==> src/rtl/spi_pkg.sv <==
`default_nettype none
// ============================================================================
//  Module      : spi_pkg
//  Description : Shared types and constants for the SPI memory controller:
//                FSM state encoding and command-byte field definitions.
//  Revision    : 1.0 - initial release
// ============================================================================
package spi_pkg;

    // Controller states, explicit 3-bit encoding
    typedef enum logic [2:0] {
        ST_IDLE      = 3'd0,
        ST_ADDR      = 3'd1,
        ST_DECODE    = 3'd2,
        ST_RD_LOAD   = 3'd3,
        ST_RD_SHIFT  = 3'd4,
        ST_WR_RECV   = 3'd5,
        ST_WR_COMMIT = 3'd6,
        ST_DONE      = 3'd7
    } spi_state_t;

    // Position of the R/W flag in the command byte; the address sits above it
    localparam int   SPI_RW_BIT   = 0;
    // R/W flag value that selects a read
    localparam logic SPI_CMD_READ = 1'b1;

endpackage
`default_nettype wire

==> src/rtl/spi_bit_counter.sv <==
`default_nettype none
// ============================================================================
//  Module      : spi_bit_counter
//  Description : Counts SCLK rising-edge pulses from 0 up to WORD_WIDTH and
//                saturates there. Clear has priority over increment.
//                o_last flags the final count before a full word.
//  Revision    : 1.0 - initial release
// ============================================================================
module spi_bit_counter #(
    parameter int WORD_WIDTH = 8
) (
    input  logic clk,
    input  logic rst_n,
    input  logic i_clr,
    input  logic i_inc,
    output logic o_done,
    output logic o_last
);

    localparam int CW = $clog2(WORD_WIDTH + 1);

    logic [CW-1:0] r_cnt;

    // Bit count: clear on request, otherwise count up to a full word
    always_ff @(posedge clk or negedge rst_n) begin
        if (!rst_n) begin
            r_cnt <= '0;
        end else if (i_clr) begin
            r_cnt <= '0;
        end else if (i_inc && (r_cnt != CW'(WORD_WIDTH))) begin
            r_cnt <= r_cnt + 1'b1;
        end
    end

    assign o_done = (r_cnt == CW'(WORD_WIDTH));
    assign o_last = (r_cnt == CW'(WORD_WIDTH - 1));

endmodule
`default_nettype wire

==> src/rtl/spi_mem_ctrl.sv <==
`default_nettype none
// ============================================================================
//  Module      : spi_mem_ctrl
//  Description : Sequencer for the SPI memory datapath. Decodes the command
//                byte (address + R/W), owns the memory address register and
//                drives the shift-register load, memory write strobe and MISO
//                output enable. Deselect (i_cs_cond=1) aborts from any state.
//                Optional feature macro: SPI_BURST_EN (auto-incrementing
//                multi-word reads/writes until deselect).
//  Revision    : 1.0 - initial release
// ============================================================================
module spi_mem_ctrl
    import spi_pkg::*;
#(
    parameter int ADDR_WIDTH = 7,
    parameter int WORD_WIDTH = 8
) (
    input  logic                  clk,
    input  logic                  rst_n,
    input  logic                  i_cs_cond,
    input  logic                  i_sclk_pos,
    input  logic                  i_sclk_neg,
    input  logic [WORD_WIDTH-1:0] i_shift_pout,
    output logic [ADDR_WIDTH-1:0] o_mem_addr,
    output logic                  o_sr_load,
    output logic                  o_dm_we,
    output logic                  o_miso_oe,
    output logic                  o_busy
);

    spi_state_t            r_state;
    spi_state_t            w_next;
    logic [ADDR_WIDTH-1:0] r_mem_addr;
    logic                  w_addr_ld;
    logic                  w_addr_inc;
    logic                  w_inc;
    logic                  w_clr;
    logic                  w_cnt_done;
    logic                  w_cnt_last;

    // A collision of both edge pulses resolves to the rising edge; the
    // falling-edge pulse belongs to the datapath and never advances the count.
    assign w_inc = i_sclk_pos | (i_sclk_pos & i_sclk_neg);

    // Counter restarts on every state change and whenever deselected
    assign w_clr = (w_next != r_state) || i_cs_cond;

    spi_bit_counter #(
        .WORD_WIDTH (WORD_WIDTH)
    ) u_bit_counter (
        .clk    (clk),
        .rst_n  (rst_n),
        .i_clr  (w_clr),
        .i_inc  (w_inc),
        .o_done (w_cnt_done),
        .o_last (w_cnt_last)
    );

    // State and address registers
    always_ff @(posedge clk or negedge rst_n) begin
        if (!rst_n) begin
            r_state    <= ST_IDLE;
            r_mem_addr <= '0;
        end else begin
            r_state <= w_next;
            if (w_addr_ld) begin
                r_mem_addr <= i_shift_pout[SPI_RW_BIT+ADDR_WIDTH -: ADDR_WIDTH];
            end else if (w_addr_inc) begin
                r_mem_addr <= r_mem_addr + 1'b1;
            end
        end
    end

    // Next-state and address-update decode; deselect overrides everything.
    // The command byte exits ADDR on the 8th edge itself so the memory read
    // data is loaded well before the first data falling edge; data bytes
    // wait for the settled count.
    always_comb begin
        w_next     = r_state;
        w_addr_ld  = 1'b0;
        w_addr_inc = 1'b0;
        case (r_state)
            ST_IDLE: begin
                w_next = ST_ADDR;
            end
            ST_ADDR: begin
                if (w_cnt_done || (w_inc && w_cnt_last)) begin
                    w_next = ST_DECODE;
                end
            end
            ST_DECODE: begin
                w_addr_ld = 1'b1;
                w_next    = (i_shift_pout[SPI_RW_BIT] == SPI_CMD_READ) ? ST_RD_LOAD : ST_WR_RECV;
            end
            ST_RD_LOAD: begin
                w_next = ST_RD_SHIFT;
            end
            ST_RD_SHIFT: begin
                if (w_cnt_done) begin
`ifdef SPI_BURST_EN
                    w_addr_inc = 1'b1;
                    w_next     = ST_RD_LOAD;
`else
                    w_next     = ST_DONE;
`endif
                end
            end
            ST_WR_RECV: begin
                if (w_cnt_done) begin
                    w_next = ST_WR_COMMIT;
                end
            end
            ST_WR_COMMIT: begin
`ifdef SPI_BURST_EN
                w_addr_inc = 1'b1;
                w_next     = ST_WR_RECV;
`else
                w_next     = ST_DONE;
`endif
            end
            ST_DONE: begin
                w_next = ST_DONE;
            end
            default: begin
                w_next = ST_IDLE;
            end
        endcase
        if (i_cs_cond) begin
            w_next     = ST_IDLE;
            w_addr_ld  = 1'b0;
            w_addr_inc = 1'b0;
        end
    end

    // Strobes are gated by deselect in the same cycle so an abort never writes
    assign o_sr_load  = (r_state == ST_RD_LOAD)   && !i_cs_cond;
    assign o_dm_we    = (r_state == ST_WR_COMMIT) && !i_cs_cond;
    assign o_miso_oe  = (r_state == ST_RD_SHIFT)  && !i_cs_cond;
    assign o_busy     = (r_state != ST_IDLE);
    assign o_mem_addr = r_mem_addr;

endmodule
`default_nettype wire
==> config.mk <==
export PLATFORM = sky130hd
export DESIGN_NAME = spi_mem_ctrl
export DESIGN_NICKNAME = d
export VERILOG_FILES = /design/src/rtl/spi_pkg.sv /design/src/rtl/spi_bit_counter.sv /design/src/rtl/spi_mem_ctrl.sv
export SDC_FILE = /design/constraint.sdc
export NUM_CORES = 1
export LEC_CHECK = 0
export ABC_CLOCK_PERIOD_IN_PS = 1700
export CAP_MARGIN = 20
export CORE_UTILIZATION = 45
export CTS_BUF_LIST = sky130_fd_sc_hd__clkbuf_16
export CTS_CLUSTER_SIZE = 14
export DETAILED_ROUTE_END_ITERATION = 7
export PLACE_DENSITY = 0.86
export SLEW_MARGIN = 40
export SYNTH_ARGS = -nofsm -noshare
export SYNTH_HDL_FRONTEND = slang
export SYNTH_SLANG_ARGS = --single-unit
==> constraint.sdc <==
create_clock -name clk -period 1.7 [get_ports clk]
set_input_delay 0.425 -clock clk [delete_from_list [all_inputs] [get_ports clk]]
set_output_delay 0.425 -clock clk [all_outputs]
set_load 0.03 [all_outputs]
==> impl_summary.txt, run 1 <==
----------------------------------------------------
[Outcome]
  Result of the run ... finished, violations left
  Failing checks ... DRC

[Worst setup path]
  Critical path startpoint category ... flop
  Critical path's slowest cell ... sky130_fd_sc_hd__clkdlybuf4s50_1
  WP buf/inv ... 1
  Series of cell instances along the critical path ... clkdlybuf4s50_1
  Critical Path End Type ... output port
  Max incr delay on CP ... 670 ps
  Critical Path RT ... 1270 ps
  Crit path max-delay family ... buffers and inverters
  Worst setup path startpoint ... o_mem_addr[0]
  CP max FO ... 2
  CP arrival ... 1250 ps
  Reg-to-Reg Start ... u_bit_counter.r_cnt[0]
  Crit Path Class ... flop to output port

[Power and ir drop]
  Sequential Power Share ... 38.8%
  Static power due to leakage ... 0.5914 nW
  Total power density per cell area ... 754.8 nW/um^2
  Maximum vdd ir drop ... 0.8808 mV
  Relative contribution of the clock network to total power ... 49.0%
  Post-route total power ... 0.0008981 W
  Internal power of the cells ... 0.0007128 W
  Part of the total power dissipated in combinational logic ... 12.2%
  Switching share of power ... 20.63%
  Switching power ... 0.0001852 W

[Placement]
  Routability cong. ... 0.8237
  HPWL after DPL ... 1.273 mm
  # placed instances ... 119
  Quantity of I/O buffers inserted on ports ... 22

[Timing]
  Setup-failing EPs final ... 0
  Timing-limited maximum frequency ... 0.5958 GHz
  Clock tree skew after final layout ... 0.4501 ps
  Slew at the pin closest to its max-slew limit ... 349.7 ps
  Final critical delay including setup and external delays ... 1678 ps
  Max-slew violation count ... 0
  Final Hold Fails ... 0
  Worst slew margin ... 76.55%
  Setup repair after global routing missed its margin ... false
  Tcrit/Tclk final ... 98.73%

[GRT]
  Pin count of the biggest net entering global routing ... 15
  Antenna violations before repair ... 0
  Global route overflow ... 0
  Vias in the first global route ... 667
  Total GRT Usage ... 19.21%
  Global-route wire length before repair ... 2.697 mm

[Synth]
  Most common flop cell mapped by yosys ... sky130_fd_sc_hd__dfrtp_1
  Main area contributors after synthesis ... sky130_fd_sc_hd__dfrtp_1, sky130_fd_sc_hd__mux2_2, sky130_fd_sc_hd__nor3_1, sky130_fd_sc_hd__ha_1, sky130_fd_sc_hd__a21oi_1
  Post-synth EDFFs ... 0
  Cell area after technology mapping ... 802.0 sq um
  Post-synthesis net count ... 91
  Yosys reg bits ... 14
  Post-Syn Area per Cell ... 10.55 sq um
  Warning count from the yosys run ... 0
  Largest area contributor in the netlist ... sky130_fd_sc_hd__dfrtp_1
  Post-synth ARST share ... 100.0%
  Proportion of netlist area held by the largest area contributor ... 43.68%
  Cell with the most instances after synthesis ... sky130_fd_sc_hd__dfrtp_1
  Part of the Yosys area used for sequential elements ... 43.68%
  Number of unique standard cell types used by synthesis ... 32
  Mapped Cells ... 76
  Commonest cells post-synth ... sky130_fd_sc_hd__dfrtp_1, sky130_fd_sc_hd__mux2_2, sky130_fd_sc_hd__nor3_1

[Finish]
  Layout cell share with drive strength beyond 1 ... 28.97%
  Post-synthesis to final-layout area growth ... 48.36%
  Post-layout nets ... 123
  Fin cells ... 123
  Count of antenna diodes in the layout ... 0

[Job]
  Max cap viols ... 0

[Clock tree]
  # clock sinks ... 14
  Hold bufs inserted after CTS ... 0
  Bufs on Longest Clock Path ... 2
  Clock transition time at the flip-flop clock pins of the worst setup and hold paths ... 40 ps
  Clock tree root buffer cell ... sky130_fd_sc_hd__clkbuf_16
  Worst-Skew Late Latency ... 240 ps
  H-tree lvl count ... 1
  CTS tree ... built
  Num CTS Buffers ... 3

[Route]
  1st-pass router iterations ... 6
  DRC ... 1
  Number of routed nets with antenna violations ... 0
  Total wirelength of the detailed-routed design ... 1.661 mm
  Routed wire length per instance ... 13.50 um
  Via density ... 5.472
  Number of vias after detailed routing ... 673
  Number of DRC violations after detailed-routing iteration 0 ... 13

[Floorplanning]
  Count of pins on the block boundary ... 24
  Area of the core region ... 1577 sq um
  Area of the die ... 1955 sq um
  Die outline height ... 44.22 um
  Starting density of the core ... 50.87%
  Std cell rows ... 14
  Die X ... 44.22 um

[Worst hold path]
  Worst Hold Class ... primary input to async pin

----------------------------------------------------
==> state kept, by name, indices dropped and copies added (netlist names) <==
| signal | count |
|---|---|
| o_mem_addr | 7 |
| r_state | 3 |
| u_bit_counter.r_cnt | 4 |
==> layout by cell type, fill, tap and decap left out, drive strengths merged, types with 3 or more instances in the layout <==
cell type,n
o21ai,3
dlymetal6s2s,4
clkdlybuf4s50,13
clkbuf,3
nor3,7
inv,3
a21oi,4
nor2,5
nand2b,3
dfrtp,14
buf,13
mux2,7
==> what timing repair did <==
item,4_1_cts,5_1_grt
endpoints found under the setup margin,4,10
setup buffers,0,0
pin swaps,0,1
gates resized for setup,5,9
gates cloned,0,0
==> power by group through the flow <==
stage | Combinational (W) | Sequential (W) | Clock, W
after global placement | 0.000107 | 0.000352 | 0
after detailed placement | 0.000109 | 0.000353 | 0
after floorplan | 0.0000360 | 0.000364 | 0
after CTS | 0.000109 | 0.000348 | 0.000447
final | 0.000109 | 0.000348 | 0.000440
after global routing | 0.000117 | 0.000349 | 0.000464
==> layout make-up <==
cell class                 instances  area (sq um)
clock buffer                       3         75.07
clock inverter                     1         3.754
fill                             109         386.6
inverter                           3         11.26
multi-input combinational         55         441.7
sequential                        14         350.3
tap                               16         20.02
timing repair buffer              31         287.8
==> worst paths after layout <==
path | endpoint | slack (ps) | cells after the start
min in group clk | o_mem_addr[5] | 500 | 1
min | u_bit_counter.r_cnt[0] | 490 | 2
max in group asynchronous | o_mem_addr[1] | 1040 | 2
max | o_mem_addr[0] | 20 | 1
min reg2reg | o_mem_addr[5] | 500 | 1
max reg2reg | u_bit_counter.r_cnt[0] | 120 | 6
==> cell families after synthesis <==
family / share of synthesized area [%]
xor+xnor: 2.184
mux: 9.829
simple gates: 26.99
compound gates: 10.45
fa+ha+maj: 3.120
flops: 43.68
buf+inv: 3.743
==> per-layer routing <==
layer,routed length (um),part of all wire (%),GRT usage [%]
met4,11,0.66,5.455
met2,872,52,33.53
met5,0,0,0
met1,719,43,21.81
met3,57,3.4,7.347
==> stage by stage <==
stage	setup TNS (ps)	setup slack (ps)	utilization, %	instance area, sq um	hold WS (ps)
global placement	-2107	-174.6	69.37	1094	488.9
CTS	0	9.565	74.84	1180	495.0
global route	0	0.05784	75.48	1190	521.4
finish	0	21.54	75.48	1190	489.8
detailed placement	-2176	-194.0	69.37	1094	495.5
floorplan	0	84.62	-	812.0	129.4
(Power assumes the default switching activity.)
==> run 2, diff against run 1 <==
Settings changed: SKIP_CTS_REPAIR_TIMING from default to 1.
==> run 2 against run 1 <==
  * Power rose by 0.16%
  * The run now ends clean
  * Non-clock buffer count did not move
  * Largest power group unchanged
  * Critical path type unchanged
  * Design area rose by 0.95%
  * Count of clock-buffer cells in the layout did not move
  * Sequential power barely moved
  * Register-to-register slack barely moved
  * Core utilization rose by 0.71 points
  * Clock power barely moved
  * Maximum frequency barely moved
==> impl_summary.txt, run 2 (synthesized netlist as in run 1, its figures left out) <==
----------------------------------------------------
[Timing]
  TNS Setup ... 0 ps
  Slew at the pin closest to its max-slew limit ... 350.1 ps
  Setup-failing EPs final ... 0
  Max-slew violation count ... 0
  Tcrit/Tclk final ... 98.72%
  Final worst-path setup slack ... 21.71 ps
  Timing-limited maximum frequency ... 0.5958 GHz
  Clock tree skew after final layout ... 0.5425 ps
  Worst slew margin ... 76.52%
  Setup repair after global routing missed its margin ... false
  Final Hold Fails ... 0
  Final critical delay including setup and external delays ... 1678 ps

[Finish]
  Finished layout cell area ... 1201 sq um
  Count of antenna diodes in the layout ... 0
  Layout cell share with drive strength beyond 1 ... 28.04%
  Post-layout nets ... 123
  Post-synthesis to final-layout area growth ... 49.77%
  Most common library cell in the layout ignoring fill and taps ... sky130_fd_sc_hd__dfrtp_1
  Max reg flops ... 7
  Filler Cell Count ... 106
  Most used cells in the layout excluding fill and tap cells ... sky130_fd_sc_hd__dfrtp_1, sky130_fd_sc_hd__clkdlybuf4s50_1, sky130_fd_sc_hd__buf_4, sky130_fd_sc_hd__mux2_2, sky130_fd_sc_hd__dlymetal6s2s_1

[GRT]
  Total GRT Usage ... 19.21%
  Pin count of the biggest net entering global routing ... 15
  Global route overflow ... 0
  Global-route wire length before repair ... 2.697 mm
  Vias in the first global route ... 667
  Antenna violations before repair ... 0

[Floorplanning]
  Area of the die ... 1955 sq um
  Starting density of the core ... 50.87%
  Area of the core region ... 1577 sq um
  Std cell rows ... 14
  Die X ... 44.22 um
  Die outline height ... 44.22 um
  Count of pins on the block boundary ... 24

[Worst setup path]
  Series of cell instances along the critical path ... clkdlybuf4s50_1
  Crit path max-delay family ... buffers and inverters
  Total stage count of the critical path ... 1
  Critical Path End Type ... output port
  CP arrival ... 1250 ps
  Critical path's slowest cell ... sky130_fd_sc_hd__clkdlybuf4s50_1
  CP max FO ... 2
  Worst Reg-to-Reg Cells ... 6
  Critical Path RT ... 1270 ps
  Max incr delay on CP ... 670 ps
  Crit Path Class ... flop to output port
  Internal reg-to-reg setup slack ... 120 ps
  WP buf/inv ... 1
  Critical path startpoint category ... flop

[Clock tree]
  Worst-Skew Late Latency ... 240 ps
  # clock sinks ... 14
  H-tree lvl count ... 1
  Num CTS Buffers ... 3
  Bufs on Longest Clock Path ... 2
  Clock transition time at the flip-flop clock pins of the worst setup and hold paths ... 40 ps
  CTS tree ... built
  Clock tree root buffer cell ... sky130_fd_sc_hd__clkbuf_16

[Placement]
  Routability cong. ... 0.8237
  Total cell area at the placement stage ... 1094 sq um
  HPWL after DPL ... 1.273 mm
  Quantity of I/O buffers inserted on ports ... 22
  Minimum setup slack after placement ... -194.0 ps

[Route]
  Number of DRC violations after detailed-routing iteration 0 ... 14
  Via density ... 5.439
  Total wirelength of the detailed-routed design ... 1.678 mm
  Routed wire length per instance ... 13.64 um
  Number of routed nets with antenna violations ... 0
  DRC ... 0
  Number of vias after detailed routing ... 669
  1st-pass router iterations ... 6

[Outcome]
  Result of the run ... finished, final reports clean

[Job]
  Max cap viols ... 0

[Power and ir drop]
  Static power due to leakage ... 0.6083 nW
  Post-route total power ... 0.0008995 W
  Maximum vdd ir drop ... 0.8816 mV
  Total power density per cell area ... 748.9 nW/um^2

[Worst hold path]
  Worst Hold Class ... primary input to async pin

----------------------------------------------------
run 2: final timing paths:
path                                              from                      to
min in group clk                         o_mem_addr[5]           o_mem_addr[5]
worst max register to register  u_bit_counter.r_cnt[0]  u_bit_counter.r_cnt[0]
max in group asynchronous                        rst_n           o_mem_addr[1]
worst min-delay path                             rst_n  u_bit_counter.r_cnt[0]
worst min register to register           o_mem_addr[5]           o_mem_addr[5]
worst max-delay path                     o_mem_addr[0]           o_mem_addr[0]
run 2: metrics by stage:
| stage | hold WS (ps) | std cells | util, % |
|---|---|---|---|
| floorplan | 129.4 | 76 | - |
| global placement | 488.9 | 119 | 69.37 |
| detailed placement | 495.5 | 119 | 69.37 |
| CTS | 495.0 | 123 | 74.37 |
| global route | 521.4 | 123 | 76.19 |
| finish | 490.0 | 123 | 76.19 |
run 2: layout make-up:
class | instances | area, sq um | area share (%)
repair buffers | 31 | 299.0 | 24.90
multi-input cells | 55 | 441.7 | 36.77
flip-flops and latches | 14 | 350.3 | 29.17
clock inverters | 1 | 3.754 | 0.3125
clock buffers | 3 | 75.07 | 6.250
inverters | 3 | 11.26 | 0.9375
well taps | 16 | 20.02 | 1.667
run 2: per-layer routing:
layer,wire (um),GRT usage (%),vias to the layer above
met4,11,5.455,0
met1,714,21.81,311
li1,-,-,339
met5,0,0,-
met2,892,33.53,17
met3,60,7.347,2
run 2: power by group:
group / internal [W] / switching, W / leakage (nW) / total (W)
Clock: 0.000310 / 0.000130 / 0.0385 / 0.000440
Sequential: 0.000343 / 0.00000561 / 0.191 / 0.000349
Combinational: 0.0000612 / 0.0000497 / 0.379 / 0.000111
==> run 3, diff against run 2 <==
Settings changed: SKIP_CTS_REPAIR_TIMING 1 to default.
==> results of run 3 <==
Same layout as run 1: the final DEF is identical, and so are final timing and power.
